===== src/rtl/rom_access_arbiter.sv =====
// rtl/rom_access_arbiter.sv - two-requester arbiter and burst read sequencer for the shared ID/key ROM
module rom_access_arbiter #(
  parameter int AW  = 7,
  parameter int DW  = 16,
  parameter int LAT = 1,
  parameter int LW  = 4
) (
  input  logic          clk,
  input  logic          rst,
  input  logic          p_req,
  input  logic [AW-1:0] p_addr,
  input  logic [LW-1:0] p_len,
  output logic          p_gnt,
  output logic          p_rvalid,
  output logic [DW-1:0] p_rdata,
  output logic          p_done,
  input  logic          c_req,
  input  logic [AW-1:0] c_addr,
  input  logic [LW-1:0] c_len,
  output logic          c_gnt,
  output logic          c_rvalid,
  output logic [DW-1:0] c_rdata,
  output logic          c_done,
  input  logic          i_force_crypto,
  output logic [AW-1:0] o_A_rom,
  input  logic [DW-1:0] i_Q_rom,
  output logic          o_CEN_rom,
  output logic          o_busy
);

  typedef enum logic [1:0] {S_IDLE, S_READ, S_DRAIN} state_t;
  localparam logic SIDE_P = 1'b0;
  localparam logic SIDE_C = 1'b1;

  state_t        state_q, state_d;
  logic          owner_q, owner_d;
  logic          last_srv_q, last_srv_d;
  logic [AW-1:0] addr_q, addr_d;
  logic [LW-1:0] cnt_q, cnt_d;
  logic [LW-1:0] len_q, len_d;
  logic          gnt_q, gnt_d;
  logic          win_c;

  logic [LAT-1:0] vld_pipe_q, lst_pipe_q;
  logic           issue, issue_last, cap, cap_last;
  logic           p_rvalid_q, c_rvalid_q, p_done_q, c_done_q;
  logic [DW-1:0]  p_rdata_q, c_rdata_q;

  // The ROM is enabled in exactly the READ cycles, one word per cycle.
  assign issue      = (state_q == S_READ);
  assign issue_last = issue && (cnt_q == len_q);
  assign cap        = vld_pipe_q[LAT-1];
  assign cap_last   = lst_pipe_q[LAT-1];

  always_comb begin
    state_d    = state_q;
    owner_d    = owner_q;
    last_srv_d = last_srv_q;
    addr_d     = addr_q;
    cnt_d      = cnt_q;
    len_d      = len_q;
    gnt_d      = 1'b0;
    win_c      = c_req && (!p_req || i_force_crypto || (last_srv_q == SIDE_P));
    case (state_q)
      S_IDLE: begin
        if (p_req || c_req) begin
          state_d    = S_READ;
          gnt_d      = 1'b1;
          owner_d    = win_c;
          last_srv_d = win_c;
          addr_d     = win_c ? c_addr : p_addr;
          len_d      = win_c ? c_len : p_len;
          cnt_d      = '0;
        end
      end
      S_READ: begin
        if (cnt_q == len_q) begin
          state_d = S_DRAIN;
        end else begin
          addr_d = addr_q + AW'(1);
          cnt_d  = cnt_q + LW'(1);
        end
      end
      S_DRAIN: begin
        if (p_done_q || c_done_q) state_d = S_IDLE;
      end
      default: state_d = S_IDLE;
    endcase
  end

  always_ff @(posedge clk) begin
    if (rst) begin
      state_q    <= S_IDLE;
      owner_q    <= SIDE_P;
      last_srv_q <= SIDE_C;
      addr_q     <= '0;
      cnt_q      <= '0;
      len_q      <= '0;
      gnt_q      <= 1'b0;
    end else begin
      state_q    <= state_d;
      owner_q    <= owner_d;
      last_srv_q <= last_srv_d;
      addr_q     <= addr_d;
      cnt_q      <= cnt_d;
      len_q      <= len_d;
      gnt_q      <= gnt_d;
    end
  end

  // Issue tags ride a LAT-deep pipe so capture lines up with the ROM's Q timing.
  always_ff @(posedge clk) begin
    if (rst) begin
      vld_pipe_q <= '0;
      lst_pipe_q <= '0;
      p_rvalid_q <= 1'b0;
      c_rvalid_q <= 1'b0;
      p_done_q   <= 1'b0;
      c_done_q   <= 1'b0;
      p_rdata_q  <= '0;
      c_rdata_q  <= '0;
    end else begin
      vld_pipe_q[0] <= issue;
      lst_pipe_q[0] <= issue_last;
      for (int i = 1; i < LAT; i++) begin
        vld_pipe_q[i] <= vld_pipe_q[i-1];
        lst_pipe_q[i] <= lst_pipe_q[i-1];
      end
      p_rvalid_q <= cap && (owner_q == SIDE_P);
      c_rvalid_q <= cap && (owner_q == SIDE_C);
      p_done_q   <= cap && cap_last && (owner_q == SIDE_P);
      c_done_q   <= cap && cap_last && (owner_q == SIDE_C);
      if (cap && (owner_q == SIDE_P)) p_rdata_q <= i_Q_rom;
      if (cap && (owner_q == SIDE_C)) c_rdata_q <= i_Q_rom;
    end
  end

  assign p_gnt     = gnt_q && (owner_q == SIDE_P);
  assign c_gnt     = gnt_q && (owner_q == SIDE_C);
  assign p_rvalid  = p_rvalid_q;
  assign c_rvalid  = c_rvalid_q;
  assign p_rdata   = p_rdata_q;
  assign c_rdata   = c_rdata_q;
  assign p_done    = p_done_q;
  assign c_done    = c_done_q;
  assign o_A_rom   = addr_q;
  assign o_CEN_rom = ~issue;
  assign o_busy    = (state_q != S_IDLE);

endmodule


===== config.mk =====
export PLATFORM = sky130hd
export DESIGN_NAME = rom_access_arbiter
export DESIGN_NICKNAME = d
export VERILOG_FILES = /design/src/rtl/rom_access_arbiter.sv
export SDC_FILE = /design/constraint.sdc
export NUM_CORES = 1
export LEC_CHECK = 0
export CAP_MARGIN = 20
export CORE_MARGIN = 1
export CORE_UTILIZATION = 43
export DETAILED_ROUTE_END_ITERATION = 16
export PLACE_DENSITY_LB_ADDON = 0.15
export REMOVE_ABC_BUFFERS = 1
export SYNTH_ARGS = -nofsm -noshare
export SYNTH_HDL_FRONTEND = slang
export SYNTH_SLANG_ARGS = --single-unit

===== constraint.sdc =====
create_clock -name clk -period 1.8 [get_ports clk]
set_input_delay 0.36 -clock clk [delete_from_list [all_inputs] [get_ports clk]]
set_output_delay 0.36 -clock clk [all_outputs]
set_load 0.05 [all_outputs]

; ---- Yosys cells after proc, flatten, opt, wreduce, memory -nomap -nowiden
; Cells that the tools add are included.
[word_totals]
ff_bits = 58
in_bits = 43
output_inout_bits = 47
wordCells = 62
[op_classes]
bitwise_logic = 4
n_reduce_logical = 21
n_addsub = 2
n_eq_ne = 7
mux = 13
[op_table]
columns = cell, n
row1 = two-way mux 7 bit, 3
row2 = one-hot mux 7 bit (2 select lines), 1
row3 = two-way mux 4 bit, 3
row4 = logical AND 1 bit, 9
row5 = one-hot mux 4 bit (2 select lines), 1
row6 = adder 7 x 1 -> 7 bit (second input constant), 1
row7 = two-way mux 2 bit, 3
row8 = inequality test 2 bit (second input constant), 3
row9 = one-hot mux 2 bit (3 select lines), 1
row10 = AND reduction 3 bit, 2
row11 = adder 4 x 1 -> 4 bit (second input constant), 1
row12 = == test 4 bit, 1
row13 = logical OR 1 bit, 4
row14 = inverter 1 bit, 4
row15 = nonzero test 2 bit, 2
row16 = == test 2 x 1 -> 1 bit (second input constant), 1
row17 = == test 2 bit (second input constant), 1
row18 = logical NOT 2 bit, 1
row19 = inequality test 2 x 1 -> 1 bit (second input constant), 1
row20 = AND reduction 2 bit, 1
row21 = OR reduction 2 bit, 1
row22 = logical NOT 1 bit, 1
row23 = two-way mux 1 bit, 1

; ---- Logic depth before layout (Yosys ltp)
; Gate-level depths: netlist of run 1.
[logic_depth]
ltp_word = 7
ltp_mapped = 7
depth_no_buf = 6

; ---- Worst setup path before layout of run 1
; OpenSTA, ideal clock, no wires.
[synth_timing]
path_kind = register to register
from = register addr_q[0] (netlist: o_A_rom[0])
to = register addr_q[6] (netlist: o_A_rom[6])
setup_slack_ns = 0.092
path_stages_with_launch = 7
t_required_ns = 1.730
path_buffers = 0
arrival_time_ns = 1.638
path_cell_list = dfxtp_1 > ha_1 > nand3_1 > nor2_1 > xnor2_1 > a211o_1 > a21oi_1
[synth_between]
elab_chain_cells = 3
[synth_rtl]
columns = item, line
row1 = from (decl), 38  ; logic [AW-1:0] addr_q, addr_d;
row2 = from (signal assigned), 104  ; addr_q <= addr_d;
row3 = adder 7 x 1 -> 7 bit, 80  ; addr_d = addr_q + AW'(1);
row4 = two-way mux 7 bit, 77  ; if (cnt_q == len_q) begin
row5 = one-hot mux 7 bit (2 select lines), 64  ; case (state_q)
; No other way between the ends. The select of a mux whose other input is x is not followed.
; A chain may end at the register's enable or synchronous reset.

; ---- Worst setup path in the final report of run 1
[layout_timing]
from = register state_q[0]
to = output o_CEN_rom
[layout_between]
elab_chain_cells = 2
[layout_rtl]
columns = item, line
row1 = from (decl), 35  ; state_t state_q, state_d;
row2 = from (signal assigned), 101  ; state_q <= state_d;
row3 = == test 2 x 1 -> 1 bit, 50  ; assign issue = (state_q == S_READ);
row4 = inverter 1 bit, 147  ; assign o_CEN_rom = ~issue;
row5 = to (decl), 27  ; output logic o_CEN_rom,
; No other way between the ends.

==> out/qor.yml, run 1 <==
synth_top_area_share_pct: 49.7
synth_edf_count: 0
grt_max_degree: 24
synth_cell_types: 38
crit_fanout: 7
final_cell_mix: "nand2_1, buf_4, dfxtp_1, a21oi_1, clkdlybuf4s50_1"
htreeDepth: 3
io_pins: 90
grt_pass1_wl_microns: 9270
ctsHoldBuffers: 0
final_area_sq_mm: 0.00351
synth_flop_cell: "dfxtp_1"
path_cells: "nor2b_2 -> inv_1 -> buf_4"
cts_buffer_depth: 2
mostFrequentLayoutCell: "nand2_1"
antennaDiodeCount: 0
cp_num_buf_inv: 2
die_w_microns: 75.7
crit_type: "reg2out"
power_uw: 4010
slew_headroom_pct: 57.4
yosysTopAreaCell: "dfxtp_1"
nets: 435
start_util_pct: 45.2
grt_use_total_pct: 21.7
detail_route.iter0.violations: 72
place_congestion: 0.824
slowest_delay_ns: 0.34
critPathLaunchType: "flop"
antenna_left: 0
grt_pass1_vias: 2138
place_area_sq_mm: 0.00327
period_needed_ns: 1.73
crit_required_ns: 1.44
dpl.hpwl_microns: 4130
fmax_mhz: 578
min_path_type: "in2reg"
gr-total-overflow: 0
synth-seq-area-share_pct: 49.7
crit_slowest_cell: "dfxtp_1"
p_per_area_mw_per_mm2: 1140
setup_violations: 0
run_status: "finished, final reports clean"
synthToLayoutAreaGrowth_pct: 50.2
syn_area_per_cell_sq_um: 8.12
ir_drop_mv: 0.590
p_leak_uw: 0.00145
finalHoldViolCount: 0
drc: 0
vias: 2319
max_cap_viol_count: 0
fin_skew_ns: 0.00632
vias_per_cell: 4.99
fin_crit_sh_pct: 96.1
dieArea_sq_mm: 0.00573
drive_above_1_share_pct: 22.5
wire_per_inst_microns: 12.7
clock_latency_ns: 0.33
arrival_ns: 1.37
cts.sinks: 58
dr.pass1.iters: 4
fin_cells: 465
routed_wl_microns: 5910
place_inst: 447
cts_root_buffer: "clkbuf_8"
antenna_found_initial: 0
async_flop_share_pct: 0
drv_slew: 0
worstMarginPinSlew_ns: 0.637
cts_tree: "done"
synth_area_leaders: "dfxtp_1, nand2_1, a21oi_1"
coreArea_sq_mm: 0.00517
ys_ff_latch: 58
rows: 26
ys_warn_count: 0
rsz0062_at_grt: "no"
syn_inst: 288
syn_area_sq_mm: 0.00234
numPortBuffers: 89
cts.clk_slew.worst_paths_ns: 0.07
endpoint_kind: "output port"
cts-buffers-inserted: 9
path_delay_family: "buffers and inverters"
fp.dieH_microns: 75.7
cell families (layout without fill, tap and decap cells):
group	after synthesis	in the layout	share of synthesized area [%]
adders and majority gates	2	2	1.07
DFF	58	58	49.7
buffers and inverters	21	128	3.85
muxes	4	4	1.77
and+or+nand+nor	133	133	24.3
xor gates and xnor gates	5	5	1.87
AOI/OAI and AO/OA	65	65	17.5
path summary, 6_finish.rpt:
| check | startpoint | endpoint | slack, ns | depth (start not counted) |
|---|---|---|---|---|
| worst max-delay path | state_q[0] | o_CEN_rom | 0.07 | 3 |
| worst min-delay path | rst | owner_q | 0.44 | 2 |
| worst max register to register | len_q[1] | o_A_rom[6] | 0.10 | 6 |
| worst min register to register | p_rdata[14] | p_rdata[14] | 0.45 | 2 |
layer usage:
layer	GRT usage (%)	routed length (microns)	up-vias
li1	-	-	1181
met4	10.7	118	0
met1	24.6	2680	1052
met3	5.69	346	10
met2	37.8	2770	76
met5	0	0	-
cell usage after synthesis (2+ instances only):
master,number
a211o_1,2
a21oi_1,43
a311oi_1,5
a31oi_1,2
and2_1,3
buf_1,4
buf_2,3
clkbuf_1,11
dfxtp_1,58
ha_1,2
inv_1,2
mux2i_1,3
nand2_1,80
nand2b_1,2
nand3_1,11
nor2_1,22
nor2b_1,4
nor3_1,3
o211ai_1,2
o21ai_0,2
o32a_1,3
or2_2,2
xor2_1,4
worst register-to-register path, stage by stage (launching register included):
cell and delay (ns):
dfxtp_1 0.32, xor2_1 0.20, o41a_1 0.49, nor2_4 0.21
buf_2 0.20, a211o_1 0.11, a21oi_1 0.05
through the flow:
stage	setup TNS, ns	worst slack [ns]	util (%)	hold slack (ns)
after global placement	-0.151	-0.0359	63.3	0.443
after CTS	0	0.00431	67.5	0.433
after detailed placement	-0.722	-0.0790	63.3	0.448
final	0	0.0705	67.9	0.442
after floorplan	-0.0502	-0.0475	-	0.429
after global routing	0	0.00739	67.9	0.473
power by group:
group          switching, uW  internal [uW]  leakage (uW)
clock network            511            812      0.000109
logic                    712            464      0.000872
registers                102           1410      0.000473
total                   1320           2680       0.00145
state kept, by name, indices dropped and copies added (netlist names):
| signal | cells |
|---|---|
| c_done | 1 |
| gnt_q | 1 |
| c_rvalid | 1 |
| p_rvalid | 1 |
| cnt_q | 4 |
| p_rdata | 16 |
| owner_q | 1 |
| len_q | 4 |
| last_srv_q | 1 |
| p_done | 1 |
| cap_last | 1 |
| state_q | 2 |
| c_rdata | 16 |
| o_A_rom | 7 |
| cap | 1 |
final cells by class:
cell class,count,area (sq um)
Tap cell,70,87.6
Fill cell,454,1660
Clock inverter,5,77.6
Timing Repair Buffer,110,943
Clock buffer,11,141
Sequential cell,58,1160
Inverter,2,7.51
Multi-Input combinational cell,209,1090
what timing repair did:
action | in CTS | in global routing
endpoints found under the hold margin | 0 | 0
cloned | 0 | 0
setup endpoints to repair | 3 | 5
pin swaps | 0 | 1
resized for setup | 3 | 4
setup buffers | 0 | 2
Power figures use the tool's default switching activity.
==> run 2: changes to the inputs <==
==> constraint.sdc (replaced) <==
create_clock -name clk -period 1.9 [get_ports clk]
set_input_delay 0.38 -clock clk [delete_from_list [all_inputs] [get_ports clk]]
set_output_delay 0.38 -clock clk [all_outputs]
set_load 0.05 [all_outputs]
==> out/qor.yml, run 2 (synthesis gave the netlist of run 1 again) <==
post_cts_buffers: 0
reg2reg_setup_slack_ns: 0.11
setup-tns-final_ns: 0
finalHoldViolCount: 0
vias_per_cell: 5.02
start_util_pct: 45.2
antenna_found_initial: 0
antenna_left: 0
p_leak_uw: 0.00140
cts_tree: "done"
detail_route.iter0.violations: 87
min_path_type: "reg2reg"
drc: 0
grt_pass1_vias: 2069
dr.pass1.iters: 4
met2_usage_pct: 36.1
use_met1_pct: 25.0
slew_headroom_pct: 60.1
cts.sinks: 58
antennaDiodeCount: 0
place_congestion: 0.763
rows: 26
ctsHoldBuffers: 0
cp_num_buf_inv: 1
fillCellCount: 439
p_per_area_mw_per_mm2: 993
crit_type: "reg2out"
grt_pass1_wl_microns: 9070
run_status: "finished, final reports clean"
slowest_delay_ns: 0.82
io_pins: 90
arrival_ns: 1.48
routed_wl_microns: 5730
drv_slew: 0
fin_skew_ns: 0.00803
period_needed_ns: 1.86
cts-buffers-inserted: 9
vias: 2282
htreeDepth: 3
cts_root_buffer: "clkbuf_8"
dieArea_sq_mm: 0.00573
final_cell_mix: "nand2_1, clkdlybuf4s50_1, dfxtp_1, a21oi_1, buf_4"
crit_slowest_cell: "clkdlybuf4s50_1"
dpl.hpwl_microns: 4180
ir_drop_mv: 0.673
coreArea_sq_mm: 0.00517
wire_per_inst_microns: 12.6
clock_latency_ns: 0.33
critPathLaunchType: "flop"
drive_above_1_share_pct: 11.4
numPortBuffers: 89
rsz0062_at_grt: "no"
max_cap_viol_count: 0
crit_fanout: 2
fin_util_pct: 66.9
endpoint_kind: "output port"
cts.clk_slew.worst_paths_ns: 0.06
power_uw: 3430
mostFrequentLayoutCell: "nand2_1"
fin_crit_sh_pct: 97.8
fp.dieH_microns: 75.7
gr-usage-met3_pct: 7.14
setup_violations: 0
synthToLayoutAreaGrowth_pct: 48.0
cts_buffer_depth: 2
path_cells: "clkdlybuf4s50_1"
nets: 425
die_w_microns: 75.7
grt_max_degree: 33
grt_use_total_pct: 21.6
gr-total-overflow: 0
path_delay_family: "buffers and inverters"
fmax_mhz: 538
worstMarginPinSlew_ns: 0.596
grt.busiest_layer: "met2"
crit_required_ns: 1.52
-- run 2: cell types whose count changed in the layout (fill, tap and decap cells not counted), sizes merged --
cell / delta
clkinv: +1
dlymetal6s2s: +5
clkbuf: +2
bufinv: -2
clkdlybuf4s50: +28
buf: -41
dlygate4sd2: -2
clkinvlp: -1
-- run 2: power by group --
| group | internal, uW | total, uW | switching [uW] | leakage [uW] |
|---|---|---|---|---|
| Clock | 503 | 955 | 452 | 0.0000872 |
| Sequential | 1330 | 1430 | 96.0 | 0.000472 |
| Combinational | 401 | 1050 | 652 | 0.000840 |
| Total | 2230 | 3430 | 1200 | 0.00140 |
-- run 2: layout make-up --
cell class                 count  area (sq um)  area share, %
tap                           70          87.6           2.53
clock buffer                  13           149           4.30
clock inverter                 3          15.0          0.434
sequential                    58          1160           33.6
multi-input combinational    209          1090           31.5
timing repair buffer         100           951           27.5
inverter                       2          7.51          0.217
-- run 2: worst paths after layout --
path,depth (start not counted),from,end
max,1,c_rdata[3],c_rdata[3]
min,2,p_rdata[7],p_rdata[7]
max reg2reg,5,cnt_q[0],o_A_rom[0]
min reg2reg,2,p_rdata[7],p_rdata[7]
-- run 2: metrics by stage --
stage	area, sq um	std cells	hold slack (ns)	setup slack [ns]
floorplan	2250	269	0.433	0.0525
finish	3460	455	0.454	0.0421
CTS	3440	455	0.454	0.0134
global route	3460	455	0.477	0.000321
detailed placement	3280	439	0.445	0.0414
global placement	3280	439	0.441	0.0888
-- run 2: per-layer routing --
layer | up-vias | part of all wire, % | wire (microns)
met4 | 0 | 2.1 | 119
met1 | 1019 | 44 | 2540
met3 | 11 | 7.4 | 421
met5 | - | 0 | 0
li1 | 1169 | - | -
met2 | 83 | 46 | 2640
-- run 2: what timing repair did --
action,4_1_cts,5_1_grt
setup endpoints to repair,1,6
resized for setup,1,6
pin swaps,0,0
==> run 3: changes to the inputs <==
--- a/config.mk
+++ b/config.mk
@@ -11,6 +11,7 @@
 export DETAILED_ROUTE_END_ITERATION = 16
 export PLACE_DENSITY_LB_ADDON = 0.15
 export REMOVE_ABC_BUFFERS = 1
+export SLEW_MARGIN = 20
 export SYNTH_ARGS = -nofsm -noshare
 export SYNTH_HDL_FRONTEND = slang
 export SYNTH_SLANG_ARGS = --single-unit
==> results of run 3 <==
Same layout as run 2: the final DEF is identical, and so are final timing and power.
